### config.mk
export PLATFORM = sky130hd
export DESIGN_NAME = sample_ingress_flat
export DESIGN_NICKNAME = d
export VERILOG_FILES = /design/src/rtl/sample_ingress_pkg.sv /design/src/rtl/sample_ingress_if.sv /design/src/rtl/sample_fifo.sv /design/src/rtl/sample_ingress.sv /design/src/flat_wrapper.sv
export SDC_FILE = /design/constraint.sdc
export NUM_CORES = 1
export LEC_CHECK = 0
export BUFFER_PORTS_ARGS = -buffer_cell sky130_fd_sc_hd__buf_2
export CAP_MARGIN = 10
export CORE_MARGIN = 3
export CORE_UTILIZATION = 55
export CTS_CLUSTER_DIAMETER = 100
export DETAILED_ROUTE_END_ITERATION = 6
export GPL_TIMING_DRIVEN = 0
export PLACE_DENSITY = 0.76
export SETUP_SLACK_MARGIN = 0.02
export SYNTH_ARGS = -nofsm -noshare
export SYNTH_HDL_FRONTEND = slang
export SYNTH_SLANG_ARGS = --single-unit
### constraint.sdc
create_clock -name clk -period 3.12 [get_ports clk]
set_input_delay 0.78 -clock clk [delete_from_list [all_inputs] [get_ports clk]]
set_output_delay 0.78 -clock clk [all_outputs]
set_load 0.02 [all_outputs]
### src/rtl/sample_ingress_pkg.sv
// rtl/sample_ingress_pkg.sv - FSM state encodings and count width shared by sample_ingress
// Used by the top, whose ovf_count register is gated by SAMPLE_INGRESS_OVF_COUNT_EN.
package sample_ingress_pkg;

  localparam int unsigned COUNT_W = 16;

  typedef enum logic [1:0] {
    INGRESS_IDLE      = 2'd0,
    INGRESS_WAIT_ACK  = 2'd1,
    INGRESS_WAIT_DONE = 2'd2
  } ingress_state_e;

  function automatic logic [COUNT_W-1:0] sat_inc(input logic [COUNT_W-1:0] v);
    return (&v) ? v : v + 1'b1;
  endfunction

endpackage

### src/rtl/sample_ingress_if.sv
// rtl/sample_ingress_if.sv - sample source strobe and pipeline tick/ready handshake
// slave is the ingress block; master is whatever drives samples and models the pipeline.
interface sample_ingress_if #(
  parameter int data_width = 16
);
  logic signed [data_width-1:0] src_sample;
  logic                         src_valid;
  logic                         pipe_ready;
  logic signed [data_width-1:0] out_sample;
  logic                         out_valid;

  modport slave (
    input  src_sample, src_valid, pipe_ready,
    output out_sample, out_valid
  );

  modport master (
    output src_sample, src_valid, pipe_ready,
    input  out_sample, out_valid
  );
endinterface

### src/rtl/sample_fifo.sv
// rtl/sample_fifo.sv - synchronous FIFO, power-of-two depth, drops push on full unless popped
// Pointers wrap naturally in their $clog2(fifo_depth) bits.
module sample_fifo #(
  parameter int data_width = 16,
  parameter int fifo_depth = 4
) (
  input  logic                          clk,
  input  logic                          rst_n,
  input  logic                          push,
  input  logic                          pop,
  input  logic [data_width-1:0]         din,
  output logic [data_width-1:0]         dout,
  output logic                          full,
  output logic                          empty,
  output logic [$clog2(fifo_depth):0]   fill
);
  localparam int AW = $clog2(fifo_depth);

  logic [data_width-1:0] mem_q [fifo_depth];
  logic [AW-1:0]         wr_ptr_q, wr_ptr_d;
  logic [AW-1:0]         rd_ptr_q, rd_ptr_d;
  logic [AW:0]           fill_q, fill_d;
  logic                  do_push, do_pop;

  assign full  = (fill_q == (AW+1)'(fifo_depth));
  assign empty = (fill_q == '0);
  assign fill  = fill_q;
  assign dout  = mem_q[rd_ptr_q];

  always_comb begin
    do_pop   = pop && !empty;
    // A pop frees the slot the incoming sample needs, so full+pop still accepts.
    do_push  = push && (!full || do_pop);
    wr_ptr_d = wr_ptr_q;
    rd_ptr_d = rd_ptr_q;
    fill_d   = fill_q;
    if (do_push) wr_ptr_d = wr_ptr_q + 1'b1;
    if (do_pop)  rd_ptr_d = rd_ptr_q + 1'b1;
    case ({do_push, do_pop})
      2'b10:   fill_d = fill_q + 1'b1;
      2'b01:   fill_d = fill_q - 1'b1;
      default: fill_d = fill_q;
    endcase
  end

  always_ff @(posedge clk or negedge rst_n) begin
    if (!rst_n) begin
      wr_ptr_q <= '0;
      rd_ptr_q <= '0;
      fill_q   <= '0;
    end else begin
      wr_ptr_q <= wr_ptr_d;
      rd_ptr_q <= rd_ptr_d;
      fill_q   <= fill_d;
    end
  end

  always_ff @(posedge clk) begin
    if (do_push) mem_q[wr_ptr_q] <= din;
  end

endmodule

### src/rtl/sample_ingress.sv
// rtl/sample_ingress.sv - buffers sample strobes and issues them to the pipeline via tick/ready
// SAMPLE_INGRESS_OVF_COUNT_EN adds the saturating dropped-sample counter; otherwise ovf_count is 0.
module sample_ingress
  import sample_ingress_pkg::*;
#(
  parameter int data_width     = 16,
  parameter int fifo_depth     = 4,
  parameter int timeout_cycles = 4096
) (
  input  logic                        clk,
  input  logic                        reset,
  sample_ingress_if.slave             io,
  output logic [$clog2(fifo_depth):0] fill,
  output logic                        overflow,
  output logic                        timeout_err,
  output logic [COUNT_W-1:0]          ovf_count
);
  localparam int WD_W = $clog2(timeout_cycles + 1);

  ingress_state_e               state_q, state_d;
  logic signed [data_width-1:0] out_sample_q, out_sample_d;
  logic                         out_valid_q, out_valid_d;
  logic [WD_W-1:0]              wdog_q, wdog_d;
  logic                         overflow_q, overflow_d;
  logic                         timeout_err_q, timeout_err_d;

  logic                         issue, drop;
  logic                         fifo_full, fifo_empty;
  logic [data_width-1:0]        fifo_dout;

  sample_fifo #(
    .data_width (data_width),
    .fifo_depth (fifo_depth)
  ) u_fifo (
    .clk   (clk),
    .rst_n (reset),
    .push  (io.src_valid),
    .pop   (issue),
    .din   (io.src_sample),
    .dout  (fifo_dout),
    .full  (fifo_full),
    .empty (fifo_empty),
    .fill  (fill)
  );

  always_comb begin
    state_d       = state_q;
    out_sample_d  = out_sample_q;
    out_valid_d   = 1'b0;
    wdog_d        = wdog_q;
    timeout_err_d = timeout_err_q;
    issue         = 1'b0;

    case (state_q)
      INGRESS_IDLE: begin
        if (!fifo_empty && io.pipe_ready) begin
          issue        = 1'b1;
          out_sample_d = fifo_dout;
          out_valid_d  = 1'b1;
          wdog_d       = '0;
          state_d      = INGRESS_WAIT_ACK;
        end
      end
      INGRESS_WAIT_ACK:  if (!io.pipe_ready) state_d = INGRESS_WAIT_DONE;
      INGRESS_WAIT_DONE: if (io.pipe_ready)  state_d = INGRESS_IDLE;
      default:           state_d = INGRESS_IDLE;
    endcase

    // Watchdog spans both wait states; expiry overrides any handshake progress.
    if (state_q != INGRESS_IDLE) begin
      wdog_d = wdog_q + 1'b1;
      if (wdog_d == WD_W'(timeout_cycles)) begin
        timeout_err_d = 1'b1;
        state_d       = INGRESS_IDLE;
      end
    end

    drop       = io.src_valid && fifo_full && !issue;
    overflow_d = overflow_q | drop;
  end

  always_ff @(posedge clk or negedge reset) begin
    if (!reset) begin
      state_q       <= INGRESS_IDLE;
      out_sample_q  <= '0;
      out_valid_q   <= 1'b0;
      wdog_q        <= '0;
      overflow_q    <= 1'b0;
      timeout_err_q <= 1'b0;
    end else begin
      state_q       <= state_d;
      out_sample_q  <= out_sample_d;
      out_valid_q   <= out_valid_d;
      wdog_q        <= wdog_d;
      overflow_q    <= overflow_d;
      timeout_err_q <= timeout_err_d;
    end
  end

  assign io.out_sample = out_sample_q;
  assign io.out_valid  = out_valid_q;
  assign overflow      = overflow_q;
  assign timeout_err   = timeout_err_q;

`ifdef SAMPLE_INGRESS_OVF_COUNT_EN
  logic [COUNT_W-1:0] ovf_count_q, ovf_count_d;

  always_comb begin
    ovf_count_d = ovf_count_q;
    if (drop) ovf_count_d = sat_inc(ovf_count_q);
  end

  always_ff @(posedge clk or negedge reset) begin
    if (!reset) ovf_count_q <= '0;
    else        ovf_count_q <= ovf_count_d;
  end

  assign ovf_count = ovf_count_q;
`else
  assign ovf_count = '0;
`endif

endmodule

### src/flat_wrapper.sv
// flat-port wrapper written by rule: the top's interface ports become plain ports
module sample_ingress_flat import sample_ingress_pkg::*;
#(
  parameter int data_width     = 16,
  parameter int fifo_depth     = 4,
  parameter int timeout_cycles = 4096
)
  (clk, reset, fill, overflow, timeout_err, ovf_count, io_src_sample, io_src_valid, io_pipe_ready, io_out_sample, io_out_valid);
  sample_ingress_if #(.data_width(data_width)) io_i ();
  input  logic clk;
  input  logic reset;
  output logic [$clog2(fifo_depth):0] fill;
  output logic overflow;
  output logic timeout_err;
  output logic [COUNT_W-1:0] ovf_count;
  input wire logic [$bits(io_i.src_sample)-1:0] io_src_sample;
  input wire logic [$bits(io_i.src_valid)-1:0] io_src_valid;
  input wire logic [$bits(io_i.pipe_ready)-1:0] io_pipe_ready;
  output wire logic [$bits(io_i.out_sample)-1:0] io_out_sample;
  output wire logic [$bits(io_i.out_valid)-1:0] io_out_valid;
  assign io_i.src_sample = io_src_sample;
  assign io_i.src_valid = io_src_valid;
  assign io_i.pipe_ready = io_pipe_ready;
  assign io_out_sample = io_i.out_sample;
  assign io_out_valid = io_i.out_valid;
  sample_ingress #(.data_width(data_width), .fifo_depth(fifo_depth), .timeout_cycles(timeout_cycles)) u_core (.clk(clk), .reset(reset), .io(io_i), .fill(fill), .overflow(overflow), .timeout_err(timeout_err), .ovf_count(ovf_count));
endmodule
# Yosys cells after proc, flatten, opt, wreduce, memory -nomap -nowiden
# Memory sizes are Yosys's and may differ from the RTL's. A register that Yosys moved wholly into a read port is not among the register bits.
# Index checks and enable logic that the tools add are counted.
# totals
regBits	25
ramBits	64
in_bits	20
memories	1
# mem_list
name	words	width	rd	rd_ports_with_merged_regs	write_ports	line_no	text
u_core.u_fifo.mem_q	4	16	1	1	1	sample_fifo.sv:19	logic [data_width-1:0] mem_q [fifo_depth];
# classes
addsub	5
eq_ne	6
mux	14
n_bitwise	1
n_reduce_logical	19
# op_table
op	count
$mux 13	3
$add 13x1->13 const B	1
$eq 13x13->1 const B	1
$mux 2	5
$reduce_bool 2->1	4
$pmux 2 s3	1
$pmux 3 s2	1
$reduce_and 2->1	3
$logic_and 1x1->1	5
$add 2x1->2 const B	2
$eq 2x1->1 const B	2
$eq 2x2->1 const B	2
$logic_not 1->1	4
$mux 1	4
$add 3x1->3 const B	1
$eq 3x3->1 const B	1
$logic_not 3->1	1
$sub 3x1->3 const B	1
$logic_not 2->1	1
$logic_or 1x1->1	1
$or 1x1->1	1

# Logic depth before layout (Yosys ltp)
# logic_depth
depth_word	10
ltp_mapped	8

# Modules after synthesis
# From an unflattened synthesis, not the netlist that was laid out.
# hier_totals
hier_cells	310
area_unflattened_um2	4590.7
# modules_own_cells
mod	instances	cells_per_inst	area_each_um2	seq_area_each_um2
sample_fifo	1	138	2831.5	2097.0
sample_ingress	1	172	1759.2	850.8

# Worst setup path before layout
# No wires, ideal clock.
# synth_timing
path_kind	input-to-reg
from	input port io_pipe_ready
to	register u_core.u_fifo.fill_q[2], in the netlist u_core.u_fifo.fill[2]
arrival_time_ns	2.186
path_slack_ns	0.805
stages	8
path_cell_list	nor3b_2 > nand2_1 > inv_2 > nand2_1 > fa_1 > nor4b_1 > o21ai_0 > nand3_1
# synth_via
elab_chain_len	8
word_cells_on_any_way	10
cone_classes	eq/ne: 2; mux: 3; reduce/logical: 5
# synth_rtl
item	line_no	text
start: declaration	flat_wrapper.sv:18	input wire logic [$bits(io_i.pipe_ready)-1:0] io_pipe_ready;
$logic_and 1x1->1 (*)	sample_ingress.sv:56	if (!fifo_empty && io.pipe_ready) begin
$mux 1 (*)	sample_ingress.sv:56	
$mux 1 (*)	sample_ingress.sv:54	case (state_q)
$logic_and 1x1->1 (*)	sample_fifo.sv:31	do_pop = pop && !empty;
$logic_or 1x1->1	sample_fifo.sv:33	do_push = push && (!full || do_pop);
$logic_and 1x1->1	sample_fifo.sv:33	
$eq 2x1->1 or $eq 2x2->1 (tied branches)	sample_fifo.sv:39	case ({do_push, do_pop})
$pmux 3 s2 or $reduce_bool 2->1 (tied branches)	-	
end signal: assignment	sample_fifo.sv:54	fill_q <= fill_d;
end: declaration	sample_fifo.sv:22	logic [AW:0] fill_q, fill_d;
# Mark *: on every way between the ends. The rest lies on a longest branch, timed or not.
# A chain may end at the register's enable or synchronous reset.

# Worst setup path after layout
# layout_timing
from	input port io_pipe_ready
to	memory u_core.u_fifo.mem_q[0][12], enable pin
# layout_via
elab_chain_len	8
# layout_rtl
item	line_no	text
$logic_and 1x1->1	sample_ingress.sv:56	
$mux 1	sample_ingress.sv:56	
$mux 1	sample_ingress.sv:54	
$logic_and 1x1->1	sample_fifo.sv:31	
$logic_or 1x1->1	sample_fifo.sv:33	
$logic_and 1x1->1	sample_fifo.sv:33	
$mux 1	sample_fifo.sv:59	if (do_push) mem_q[wr_ptr_q] <= din;
$mux 1 (implied by the code)	sample_fifo.sv:59	
end: declaration	sample_fifo.sv:19	
# No other way between the ends.

==> results.cfg <==
[drt]
final_antenna_net_count = 0
drt_drc_violations_left = 0
via_per_inst = 5.327
finalWirelength_mm = 7.794
drtPass1Iterations = 5
dr_total_vias = 2669
drt_iter0_drc = 143
routedWlPerCell_microns = 15.56

[clock_tree]
clk_pin_slew_worst_paths_ns = 0.10
post_cts.repair.setup_buffers = 0
htree_levels = 3
cts_made_buffers = 9
cts_max_path_buffers = 2
cts_root_buf = clkbuf_8
tritoncts = yes
cts.sinks = 105
postCtsResizedCells = 0
clock_latency_ns = 0.37
cts_hold_buf = 0

[setup_path]
path_cells = buf_2 > nor3b_2 > o41a_1 > and2_1
end_kind = register
critPathMaxFanout = 16
crit_path_top_delay_cell = and2_1
start_kind = input port
critical-path-max-stage-delay_ns = 0.72
worst-setup-path-type = input port to register
cp.required_ns = 3.11
crit_arrival_ns = 2.35

[global_routing]
grt_max_degree = 42
grt_overflow = 0
track_usage_pct = 17.70
grt_pass1_vias = 2629
antenna_found_initial = 0
grt_pass1_wl_mm = 13.21

[timing]
slew_violations = 0
hold_viol_final = 0
maxSlewHeadroom_pct = 39.87
setup_slack_ns = 0.7681
fin_setup_tns_ns = 0
finalSetupViolCount = 0
tightest_slew_ns = 0.9020
rsz0062_at_grt = no
fin_crit_sh_pct = 75.38
timing.final.crit_period_ns = 2.352
max_freq_mhz = 425.2
clock_skew_ns = 0.01191
whs_ns = 0.4743

[floorplanning]
initial_core_util_pct = 57.64
rows = 32
core_sq_um = 7848
dieArea_sq_um = 9348
die_height_microns = 96.69
die-width_microns = 96.69
boundaryPins = 58

[logic_synthesis]
avgSynthCellArea_sq_um = 13.83
yosysWarnings = 0
synthArstFlopShare_pct = 39.05
synth_flop_cell = edfxtp_1
synthesis.area_sq_um = 4523
synth_cell_types = 51
yosysSeqAreaShare_pct = 65.17
ys_ff_latch = 105
synth_cells = 327
synth-edff-count = 64

[placement]
dpl_worst_slack_ns = 0.3352
place_inst = 485
gp_congestion = 0.8915
dp_hpwl_mm = 5.286
port_buffers = 41

[cells_and_area]
nets = 420
diodes = 0
multiInputGateArea_sq_um = 1369
post-route-util_pct = 64.97
syn_to_final_growth_pct = 12.72
nFillCells = 603
drive_above_1_share_pct = 27.32
stdcell_count = 501
ff_latch_area_sq_um = 2948

[pwr]
p_sw_share_pct = 34.93
powerDensity_nw_per_um2 = 811.6
p_seq_share_pct = 48.4
p_int_w = 0.002693
switchingPower_w = 0.001445
comb_power_share_pct = 32.6
clkPwrFrac_pct = 19.1
ir_drop_v = 0.0004620
power_leakage_nw = 2.119

[hold_path]
hp-class = register to register

[flow_run]
maxCapViolations = 0

[outcome]
outcome = finished, final reports clean
-- state kept, by name, summed over array words and instances, names as in the netlist --
| name | cells |
|---|---|
| u_core.timeout_err | 1 |
| u_core.io.out_sample | 16 |
| u_core.wdog_q | 13 |
| u_core.io.out_valid | 1 |
| u_core.u_fifo.wr_ptr_q | 2 |
| u_core.u_fifo.fill | 3 |
| u_core.u_fifo.rd_ptr_q | 2 |
| u_core.overflow | 1 |
| u_core.u_fifo.mem_q | 64 |
| u_core.state_q | 2 |
-- path summary, 6_finish.rpt --
check / endpoint / depth (start not counted) / slack (ns) / startpoint
min in group asynchronous: u_core.state_q[0] / 1 / 0.52 / reset
worst min-delay path: u_core.overflow / 1 / 0.47 / u_core.overflow
max in group asynchronous: u_core.io.out_sample[7] / 1 / 2.02 / reset
worst min register to register: u_core.overflow / 1 / 0.47 / u_core.overflow
worst max register to register: u_core.u_fifo.mem_q[0][12] / 3 / 0.82 / u_core.state_q[1]
worst max-delay path: u_core.u_fifo.mem_q[0][12] / 4 / 0.77 / io_pipe_ready
-- cells by family (layout without fill, tap and decap cells) --
logic type                 Yosys count  count (layout)  synth area share (%)
buffers and inverters               41              98                 5.809
muxes                               19              19                 8.631
AOI/OAI and AO/OA                   46              46                 6.556
other                                1              16               0.08291
and+or+nand+nor                    104             104                 10.95
DFF                                105             105                 65.17
xor gates and xnor gates             5               5                0.9681
adders and majority gates            6               6                 1.826
-- worst max-delay path: cells and delay by family --
| kind | cells | cell delay (ns) |
|---|---|---|
| and+or+nand+nor | 2 | 1.09 |
| AOI/OAI and AO/OA | 1 | 0.35 |
| buffers and inverters | 1 | 0.11 |
-- synth_stat cells, types with 2 or more instances --
library cell	number	share of area, %
mux4_2	16	8.0
a41oi_1	2	0.39
and3_1	2	0.28
buf_6	3	0.75
or3_1	2	0.28
a211oi_1	2	0.33
a31oi_1	4	0.55
inv_1	7	0.58
dfrtp_1	41	23
edfxtp_1	64	42
ha_1	5	1.4
a21oi_1	6	0.66
and2_1	5	0.69
xnor2_1	5	0.97
nand2_1	61	5.1
buf_2	7	0.77
clkbuf_1	4	0.33
buf_4	18	3.0
nand4_1	6	0.83
nand3_1	6	0.66
nor2_1	9	0.75
o31ai_1	4	0.66
o21ai_0	18	2.0
mux2i_1	3	0.66
-- power groups by stage --
stage	combinational, W	sequential (W)	clock (W)
floorplan	0.000832	0.00215	0
global route	0.00149	0.00204	0.000877
CTS	0.00137	0.00200	0.000814
detailed placement	0.00137	0.00203	0
finish	0.00135	0.00200	0.000790
global placement	0.00134	0.00201	0
-- area by class of cell --
| cell class | instances | share of cell area (%) |
|---|---|---|
| flip-flops and latches | 105 | 57.82 |
| multi-input cells | 196 | 26.85 |
| plain buffers | 33 | 4.564 |
| repair buffers | 41 | 4.025 |
| clock buffers | 10 | 2.503 |
| well taps | 102 | 2.503 |
| clock inverters | 6 | 1.153 |
| inverters | 8 | 0.5890 |
-- placed cells by master (no fill, tap or decap), types with 2 or more instances in the layout --
cell type and count:
mux4_2 16, nor2_1 9, a21oi_1 6, buf_4 18, inv_6 4, and3_1 2, buf_2 48, nand2_1 61
nand3_1 6, dfrtp_1 41, ha_1 5, nand4_1 6, buf_6 3, clkbuf_8 10, o21ai_0 18, clkbuf_1 5
and2_1 5, mux2i_1 3, xnor2_1 5, or3_1 2, inv_1 7, a41oi_1 2, conb_1 16, a211oi_1 2
edfxtp_1 64, o31ai_1 4, a31oi_1 4
-- metal layers --
layer	GRT usage (%)	vias up	share of wire, %
met2	29.09	67	52
met1	23.39	1302	42
met5	0	-	0
li1	-	1293	-
met3	4.470	7	4.8
met4	5.508	0	1.1
-- through the flow --
stage	total power (W)	instance area [sq um]
2_1_floorplan	0.002983	4579
3_3_place_gp	0.003354	4912
3_5_place_dp	0.003402	4912
4_1_cts	0.004191	5099
5_1_grt	0.004408	5099
6_report	0.004138	5099
(Power assumes the default switching activity.)
